===== config.mk =====
export PLATFORM = sky130hd
export DESIGN_NAME = sram_port_arbiter
export DESIGN_NICKNAME = d
export VERILOG_FILES = /design/src/rtl/sram_arb_pkg.sv /design/src/rtl/sram_arb_pick.sv /design/src/rtl/sram_port_arbiter.sv
export SDC_FILE = /design/constraint.sdc
export NUM_CORES = 1
export LEC_CHECK = 0
export ABC_AREA = 1
export BUFFER_PORTS_ARGS = -buffer_cell sky130_fd_sc_hd__buf_2
export CAP_MARGIN = 20
export CORE_AREA = 2 2 98 100
export DETAILED_ROUTE_END_ITERATION = 16
export DIE_AREA = 0 0 100 102
export GPL_TIMING_DRIVEN = 0
export HOLD_SLACK_MARGIN = 0.05
export PLACE_DENSITY = 0.51
export SETUP_SLACK_MARGIN = 0.1
export SLEW_MARGIN = 20
export SYNTH_ARGS = -nofsm -noshare
export SYNTH_HDL_FRONTEND = slang
export SYNTH_SLANG_ARGS = --single-unit

===== constraint.sdc =====
create_clock -name SRAMHCLK -period 3.3 [get_ports SRAMHCLK]
set_input_delay 0.99 -clock SRAMHCLK [delete_from_list [all_inputs] [get_ports SRAMHCLK]]
set_output_delay 0.99 -clock SRAMHCLK [all_outputs]
set_load 0.02 [all_outputs]

===== src/rtl/sram_arb_pkg.sv =====
// Shared types and constants for the SRAM port arbiter: owner state
// encoding, default hold limit and the hold-counter width helper.
package sram_arb_pkg;

  typedef enum logic [1:0] {
    IDLE = 2'b00,
    OWN0 = 2'b01,
    OWN1 = 2'b10
  } owner_e;

  localparam int MAX_HOLD_DEF = 8;

  // Ceiling log2; never returns less than 1 so counters keep a real bit.
  function automatic int clog2(input int value);
    int w;
    w = 1;
    for (int i = 0; i < 31; i++) begin
      if ((32'sd1 << i) < value) begin
        w = i + 1;
      end
    end
    return w;
  endfunction

  // Width of a counter that must hold values 0..max_hold inclusive.
  function automatic int hold_cnt_width(input int max_hold);
    return clog2(max_hold + 1);
  endfunction

endpackage


===== src/rtl/sram_arb_pick.sv =====
// Combinational grant picker: single requester wins outright, a locked
// owner keeps the port while under its hold limit, otherwise round-robin.
module sram_arb_pick
  import sram_arb_pkg::*;
#(
  parameter int MAX_HOLD = MAX_HOLD_DEF,
  parameter int HOLD_W   = hold_cnt_width(MAX_HOLD_DEF)
) (
  input  logic [1:0]        req,
  input  logic [1:0]        lock,
  input  owner_e            owner,
  input  logic              last,
  input  logic [HOLD_W-1:0] hold_cnt,
  output logic [1:0]        gnt
);

  localparam logic [HOLD_W-1:0] HOLD_MAX = HOLD_W'(MAX_HOLD);

  logic hold_ok_s;

  assign hold_ok_s = (hold_cnt < HOLD_MAX);

  // Grant decision: at most one bit set, and only for a requesting side.
  always_comb begin
    gnt = 2'b00;
    case (req)
      2'b00: gnt = 2'b00;
      2'b01: gnt = 2'b01;
      2'b10: gnt = 2'b10;
      2'b11: begin
        if ((owner == OWN0) && lock[0] && hold_ok_s) begin
          gnt = 2'b01;
        end else if ((owner == OWN1) && lock[1] && hold_ok_s) begin
          gnt = 2'b10;
        end else if (last == 1'b1) begin
          gnt = 2'b01;
        end else begin
          gnt = 2'b10;
        end
      end
      default: gnt = 2'b00;
    endcase
  end

endmodule


===== src/rtl/sram_port_arbiter.sv =====
// Two-requester arbiter for one SRAM port: zero-latency grant, lock-based
// burst holding bounded by MAX_HOLD, and 1-cycle read data routed back to
// whichever requester issued the read.
module sram_port_arbiter
  import sram_arb_pkg::*;
#(
  parameter int AW       = 13,
  parameter int DW       = 32,
  parameter int MAX_HOLD = MAX_HOLD_DEF
) (
  input  logic            SRAMHCLK,
  input  logic            SRAMHRESET,
  input  logic            REQ0,
  input  logic            LOCK0,
  input  logic [AW-1:0]   ADDR0,
  input  logic [DW/8-1:0] WREN0,
  input  logic [DW-1:0]   WDATA0,
  input  logic            REQ1,
  input  logic            LOCK1,
  input  logic [AW-1:0]   ADDR1,
  input  logic [DW/8-1:0] WREN1,
  input  logic [DW-1:0]   WDATA1,
  output logic            GNT0,
  output logic            GNT1,
  output logic            RVALID0,
  output logic            RVALID1,
  output logic [DW-1:0]   RDATA0,
  output logic [DW-1:0]   RDATA1,
  output logic [AW-1:0]   SRAMADDR,
  output logic [DW/8-1:0] SRAMWREN,
  output logic [DW-1:0]   SRAMWDATA,
  output logic            SRAMCS,
  input  logic [DW-1:0]   SRAMRDATA
);

  localparam int BW     = DW / 8;
  localparam int HOLD_W = hold_cnt_width(MAX_HOLD);
  localparam logic [HOLD_W-1:0] HOLD_MAX = HOLD_W'(MAX_HOLD);
  localparam logic [HOLD_W-1:0] HOLD_ONE = HOLD_W'(1);

  owner_e              owner_r;
  owner_e              owner_nxt_s;
  logic                last_r;
  logic                last_nxt_s;
  logic [HOLD_W-1:0]   hold_r;
  logic [HOLD_W-1:0]   hold_nxt_s;
  logic                rd_pend_r;
  logic                rd_tag_r;
  logic                rd_issue_s;
  logic [1:0]          pick_gnt_s;
  logic [1:0]          gnt_s;
  logic [AW-1:0]       addr_s;
  logic [BW-1:0]       wren_s;
  logic [DW-1:0]       wdata_s;
  logic                cs_s;

  sram_arb_pick #(
    .MAX_HOLD (MAX_HOLD),
    .HOLD_W   (HOLD_W)
  ) u_pick (
    .req      ({REQ1, REQ0}),
    .lock     ({LOCK1, LOCK0}),
    .owner    (owner_r),
    .last     (last_r),
    .hold_cnt (hold_r),
    .gnt      (pick_gnt_s)
  );

  // Requests are ignored while reset is held.
  assign gnt_s = pick_gnt_s & {2{~SRAMHRESET}};
  assign GNT0  = gnt_s[0];
  assign GNT1  = gnt_s[1];

  // Port mux: granted requester drives the SRAM, otherwise everything is 0.
  always_comb begin
    addr_s  = {AW{1'b0}};
    wren_s  = {BW{1'b0}};
    wdata_s = {DW{1'b0}};
    cs_s    = 1'b0;
    case (gnt_s)
      2'b01: begin
        addr_s  = ADDR0;
        wren_s  = WREN0;
        wdata_s = WDATA0;
        cs_s    = 1'b1;
      end
      2'b10: begin
        addr_s  = ADDR1;
        wren_s  = WREN1;
        wdata_s = WDATA1;
        cs_s    = 1'b1;
      end
      default: begin
        addr_s  = {AW{1'b0}};
        wren_s  = {BW{1'b0}};
        wdata_s = {DW{1'b0}};
        cs_s    = 1'b0;
      end
    endcase
  end

  assign SRAMADDR  = addr_s;
  assign SRAMWREN  = wren_s;
  assign SRAMWDATA = wdata_s;
  assign SRAMCS    = cs_s;

  assign rd_issue_s = cs_s && (wren_s == {BW{1'b0}});

  // Next owner and round-robin pointer follow whoever is granted now.
  always_comb begin
    owner_nxt_s = IDLE;
    last_nxt_s  = last_r;
    case (gnt_s)
      2'b01: begin
        owner_nxt_s = OWN0;
        last_nxt_s  = 1'b0;
      end
      2'b10: begin
        owner_nxt_s = OWN1;
        last_nxt_s  = 1'b1;
      end
      default: begin
        owner_nxt_s = IDLE;
        last_nxt_s  = last_r;
      end
    endcase
  end

  // Hold counter: counts repeat grants to the same owner while the other
  // side waits; any break in that pattern restarts it.
  always_comb begin
    hold_nxt_s = {HOLD_W{1'b0}};
    if ((gnt_s[0] && (owner_r == OWN0) && REQ1) ||
        (gnt_s[1] && (owner_r == OWN1) && REQ0)) begin
      if (hold_r == HOLD_MAX) begin
        hold_nxt_s = hold_r;
      end else begin
        hold_nxt_s = hold_r + HOLD_ONE;
      end
    end else begin
      hold_nxt_s = {HOLD_W{1'b0}};
    end
  end

  // Arbitration state and read-tag pipeline registers.
  always_ff @(posedge SRAMHCLK or posedge SRAMHRESET) begin
    if (SRAMHRESET) begin
      owner_r   <= IDLE;
      last_r    <= 1'b1;
      hold_r    <= {HOLD_W{1'b0}};
      rd_pend_r <= 1'b0;
      rd_tag_r  <= 1'b0;
    end else begin
      owner_r   <= owner_nxt_s;
      last_r    <= last_nxt_s;
      hold_r    <= hold_nxt_s;
      rd_pend_r <= rd_issue_s;
      if (rd_issue_s) begin
        rd_tag_r <= gnt_s[1];
      end else begin
        rd_tag_r <= rd_tag_r;
      end
    end
  end

  assign RVALID0 = rd_pend_r && (rd_tag_r == 1'b0);
  assign RVALID1 = rd_pend_r && (rd_tag_r == 1'b1);
  assign RDATA0  = RVALID0 ? SRAMRDATA : {DW{1'b0}};
  assign RDATA1  = RVALID1 ? SRAMRDATA : {DW{1'b0}};

endmodule


==> impl_metrics.env, run 1 <==
export IMPL_status="complete, no violations"
export IMPL_min_period_over_period=0.967
export IMPL_fmax_mhz=313
export IMPL_track_usage=0.123
export IMPL_path_clk_slew_ns=0.05
export IMPL_hold_viol=0
export IMPL_rows=35
export IMPL_tritoncts="built"
export IMPL_clkSinkCount=9
export IMPL_cp_start_kind="input pin"
export IMPL_highest_layer="met5"
export IMPL_grt_overflow=0
export IMPL_power_per_cell_area_nw_per_um2=263
export IMPL_gp_congestion=0.742
export IMPL_rsz0062_at_grt="yes"
export IMPL_drive_gt1_frac=0.575
export IMPL_tightest_slew_ns=0.427
export IMPL_syn_inst=238
export IMPL_worst_slack_ns=0.109
export IMPL_leakagePower_nw=2.21
export IMPL_cp_arrival_ns=2.20
export IMPL_met1_length_mm=3.31
export IMPL_yosysTopAreaCell="a22o_1"
export IMPL_hold_class="reg -> reg"
export IMPL_yosysSeqAreaShare=0.153
export IMPL_hp_start="last_r"
export IMPL_finalSetupViolations=0
export IMPL_min_to="last_r"
export IMPL_worstReg2RegStart="hold_r[3]"
export IMPL_wl_met2_mm=4.08
export IMPL_cp_required_ns=2.31
export IMPL_grt_antenna_before_repair=1
export IMPL_worstSetupPathType="in -> out"
export IMPL_grt_max_degree=14
export IMPL_synth_fp_nets=376
export IMPL_wire_per_inst_um=13.1
export IMPL_drt_wl_total_mm=8.10
export IMPL_core_area_um2=9110
export IMPL_clock_path_buffers=2
export IMPL_nets=645
export IMPL_holdPathStages=2
export IMPL_start_util=0.163
export IMPL_synth_yosys_warnings=0
export IMPL_n_antenna_cell=0
export IMPL_port_buffers=253
export IMPL_route_met3_wl_um=641
export IMPL_grt_pass1_vias=2091
export IMPL_vias=2613
export IMPL_maxCapViolCount=0
export IMPL_peakVddDrop_mv=0.203
export IMPL_worstRegToRegCells=13
export IMPL_syn_avg_cell_area_um2=6.23
export IMPL_numCtsBuffers=3
export IMPL_drt_iter0_drc=37
export IMPL_antenna_left=0
export IMPL_synth_area_leaders="a22o_1, nor2_1, dfrtp_1"
export IMPL_post_synth_num_cell_types=19
export IMPL_viasPerCell=4.24
export IMPL_hpwl_mm=6.61
export IMPL_worstSetupEndpointType="output pin"
export IMPL_cts_hold_buf=0
export IMPL_cts_root_buf="clkbuf_8"
export IMPL_r2r_slack_ns=1.64
export IMPL_drc=0
export IMPL_clock_latency_ns=0.23
export IMPL_synth_area_um2=1480
export IMPL_maxSlewViolCount=0
export IMPL_die_h_um=102
export IMPL_ys_ff_latch=9
export IMPL_die_area_um2=10200
export IMPL_detailedPlace_worstSlack_ns=-0.00258
export IMPL_relSlewSlack=0.715
export IMPL_clock_skew_ns=0.00607
export IMPL_synth_top_area_share=0.266
export IMPL_syn2layout_area_growth_pct=129
export IMPL_n_fill_cell=972
export IMPL_first_pass_iters=4
export IMPL_die_x_um=100
export IMPL_critPathMaxFanout=7
export IMPL_boundaryPins=254
export IMPL_reg2reg_to="rd_tag_r"
export IMPL_holdWs_ns=0.486
export IMPL_power_mw=0.892
export IMPL_min_period_ns=3.19
export IMPL_htreeDepth=1
export IMPL_grt_first_pass_wirelength_mm=10.1
## flip-flops by register name (all words and copies together) (netlist names)
name / cells
last_r: 1
hold_r: 4
rd_pend_r: 1
owner_r: 2
rd_tag_r: 1
## layout by cell type, fill, tap and decap left out
master	count
buf_2	213
nor2_1	74
a22o_1	45
inv_1	44
buf_6	40
nand2_1	20
nand3_1	10
dfrtp_1	8
buf_8	7
buf_4	7
clkbuf_1	6
clkbuf_16	5
nand2_4	4
xor2_1	3
clkbuf_8	3
a21oi_1	2
inv_2	2
nor2_2	2
inv_4	2
buf_12	2
ha_1	2
nand2_2	1
clkinvlp_4	1
o31ai_1	1
clkinv_2	1
dfstp_2	1
## metrics by stage
stage / setup TNS [ns] / cells / cell area, µm² / utilization
4_1_cts: 0 / 609 / 2970 / 0.327
6_report: 0 / 617 / 3400 / 0.373
2_1_floorplan: 0 / 238 / 1480 / -
3_3_place_gp: 0 / 602 / 2890 / 0.317
5_1_grt: 0 / 617 / 3400 / 0.373
3_5_place_dp: -0.00258 / 602 / 2890 / 0.317
## synth_stat cells
cell type and count:
a21oi_1 2, a22o_1 45, buf_4 1, buf_6 5
buf_8 4, clkbuf_1 6, dfrtp_1 8, dfstp_2 1
ha_1 2, inv_1 46, inv_2 2, inv_4 1
nand2_1 21, nand2_4 4, nand3_1 10, nor2_1 75
nor2_2 1, o31ai_1 1, xor2_1 3
## metal layers
metal	track usage	up-vias
li1	-	1298
met1	0.164	1167
met2	0.212	140
met3	0.0212	6
met4	0.0221	2
met5	0	-
## worst max-delay path by stage
stage,start,to,slack [ns],depth (start not counted)
6_report,LOCK1,SRAMADDR[1],0.11,13
2_1_floorplan,LOCK1,SRAMADDR[0],0.32,11
5_1_grt,LOCK1,SRAMADDR[1],0.03,13
3_5_place_dp,SRAMHRESET,SRAMWDATA[31],-0.003,8
3_3_place_gp,SRAMHRESET,SRAMWDATA[31],0.02,8
4_1_cts,LOCK1,SRAMWDATA[31],0.10,12
## worst max-delay path, stage by stage
cell     delay [ns]
buf_6          0.09
inv_2          0.04
nor2_2         0.03
nand2_1        0.08
nand2_2        0.07
nand2_4        0.09
nand2_4        0.07
nand2_4        0.08
inv_4          0.04
buf_12         0.14
buf_8          0.13
a22o_1         0.22
buf_6          0.14
## cells by family after synthesis
kind of cell,after synthesis,synth area share
AND/OR/NAND/NOR,111,0.311
flip-flops,9,0.153
adder cells (fa/ha/maj),2,0.0169
XOR/XNOR,3,0.0177
AO/OA/AOI/OAI,48,0.277
buffers and inverters,65,0.224
## what timing repair did
item / 4_1_cts / 5_1_grt
setup buffers: 3 / 3
gates cloned: 0 / 5
setup endpoints to repair: 39 / 39
resized for setup: 6 / 86
pin swaps: 2 / 6
## power breakdown
| part | leakage [nW] | internal (mW) | switching (mW) |
|---|---|---|---|
| registers | 0.119 | 0.122 | 0.00684 |
| clock network | 0.0255 | 0.0824 | 0.0452 |
| logic | 2.07 | 0.299 | 0.336 |
| total | 2.21 | 0.504 | 0.388 |
## area by class of cell
type                       instances  area [µm²]  share of cell area
clock inverter                     1        5.00             0.00147
tap                              111         139              0.0409
multi-input combinational        164         930               0.274
sequential                         9         226              0.0667
timing repair buffer             264        1690               0.497
clock buffer                       3        41.3              0.0122
buffer                            16         175              0.0516
inverter                          49         193              0.0567
Power figures use the tool's default switching activity.
==> run 2, diff against run 1 <==
- PLACE_DENSITY: 0.51 -> unset
==> run 2 against run 1 <==
  * Maximum frequency shrank 0.24%
  * Global-route usage rose by 1.8 points
  * Critical endpoint is now SRAMWDATA[15]
  * Wire length up 10%
  * Total power increased by 2.4%
  * Die area unchanged
  * Clock skew fell by 0.0032 ns
  * Final cell count increased by 0.97%
  * Clock power hardly changed
  * Non-clock buffer count up 4
==> impl_metrics.env, run 2 (synthesis gave the netlist of run 1 again) <==
export IMPL_die_h_um=102
export IMPL_layout_commonest_cell="buf_2"
export IMPL_layout_common_cells="buf_2, nor2_1, buf_6, a22o_1, inv_1"
export IMPL_maxSlewViolCount=0
export IMPL_grt_antenna_before_repair=3
export IMPL_reg_top3="hold_r: 4 flops, owner_r: 2 flops"
export IMPL_critPathMaxFanout=7
export IMPL_boundaryPins=254
export IMPL_die_area_um2=10200
export IMPL_cts_root_buf="clkbuf_8"
export IMPL_cp_arrival_ns=2.21
export IMPL_highest_layer="met5"
export IMPL_vias=2643
export IMPL_antenna_left=0
export IMPL_n_fill_cell=978
export IMPL_met1_length_mm=3.49
export IMPL_first_pass_iters=4
export IMPL_path_clk_slew_ns=0.05
export IMPL_wire_per_inst_um=14.3
export IMPL_wl_met2_mm=4.47
export IMPL_min_period_ns=3.20
export IMPL_power_per_cell_area_nw_per_um2=264
export IMPL_cp_required_ns=2.31
export IMPL_largest_reg_flops=4
export IMPL_finalSetupViolations=0
export IMPL_gp_congestion=0.810
export IMPL_hpwl_mm=7.52
export IMPL_drc=0
export IMPL_track_usage=0.140
export IMPL_drt_wl_total_mm=8.93
export IMPL_cp_start_kind="input pin"
export IMPL_worst_slack_ns=0.101
export IMPL_tritoncts="built"
export IMPL_clkSinkCount=9
export IMPL_die_x_um=100
export IMPL_grt_pass1_vias=2269
export IMPL_regMostFlops="hold_r"
export IMPL_min_period_over_period=0.969
export IMPL_tightest_slew_ns=0.442
export IMPL_rsz0062_at_grt="yes"
export IMPL_nets=649
export IMPL_core_area_um2=9110
export IMPL_hold_class="reg -> reg"
export IMPL_grt_overflow=0
export IMPL_maxCapViolCount=0
export IMPL_cts_hold_buf=0
export IMPL_grt_max_degree=14
export IMPL_clock_skew_ns=0.00286
export IMPL_drt_iter0_drc=50
export IMPL_rows=35
export IMPL_holdWs_ns=0.473
export IMPL_syn2layout_area_growth_pct=133
export IMPL_numCtsBuffers=3
export IMPL_grt_first_pass_wirelength_mm=11.4
export IMPL_detailedPlace_worstSlack_ns=-0.0413
export IMPL_htreeDepth=1
export IMPL_worstSetupEndpointType="output pin"
export IMPL_relSlewSlack=0.705
export IMPL_status="complete, no violations"
export IMPL_start_util=0.163
export IMPL_peakVddDrop_mv=0.203
export IMPL_drive_gt1_frac=0.582
export IMPL_fmax_mhz=313
export IMPL_route_met3_wl_um=910
export IMPL_worstSetupPathType="in -> out"
export IMPL_leakagePower_nw=2.24
export IMPL_clock_latency_ns=0.23
export IMPL_clock_path_buffers=2
export IMPL_hold_viol=0
export IMPL_viasPerCell=4.24
export IMPL_port_buffers=253
[run 2: worst paths after layout]
path                             from             to  slack, ns  depth (start not counted)
min in group asynchronous  SRAMHRESET     owner_r[1]       0.84                          3
setup reg to reg            hold_r[3]       rd_tag_r       1.60                         13
hold / removal                 last_r         last_r       0.47                          2
max in group asynchronous  SRAMHRESET         last_r       2.23                          3
setup / recovery                LOCK0  SRAMWDATA[15]       0.10                         12
hold reg to reg                last_r         last_r       0.47                          2
[run 2: area by class of cell]
class	count	area (µm²)	area share
inverters	49	195	0.0564
multi-input cells	164	937	0.271
clock buffers	4	45.0	0.0130
well taps	111	139	0.0401
flip-flops and latches	9	226	0.0654
repair buffers	268	1750	0.506
diodes	2	5.00	0.00145
plain buffers	16	164	0.0473
[run 2: metrics by stage]
stage | utilization | power (mW) | TNS, ns | cell area [µm²] | cells
floorplan | - | 0.441 | 0 | 1480 | 238
global placement | 0.317 | 0.652 | -0.0153 | 2890 | 602
detailed placement | 0.317 | 0.658 | -0.252 | 2890 | 602
CTS | 0.332 | 0.814 | 0 | 3020 | 612
global route | 0.380 | 0.972 | 0 | 3460 | 622
finish | 0.380 | 0.913 | 0 | 3460 | 623
[run 2: per-layer routing]
metal,track usage,vias up
met5,0,-
met4,0.00948,2
met3,0.0492,9
met2,0.245,140
met1,0.175,1189
li1,-,1303
[run 2: critical path: stages]
cell	delay, ns
buf_6	0.07
nand2_2	0.05
nor2_2	0.12
nor2_2	0.06
nand2_4	0.09
nand2_4	0.06
nand2_4	0.08
inv_4	0.05
buf_12	0.14
clkbuf_16	0.15
a22o_1	0.21
buf_6	0.14
[run 2: what timing repair did]
action                     CTS  global route
gates resized for setup     15            83
buffers inserted             6             3
pin swaps                    2            10
setup endpoints to repair   40            42
gates cloned                 0             6
[run 2: where the power goes]
group | total [mW] | leakage, nW | switching, mW | internal (mW)
clock network | 0.129 | 0.0228 | 0.0446 | 0.0843
logic | 0.655 | 2.09 | 0.345 | 0.310
registers | 0.130 | 0.119 | 0.00736 | 0.122
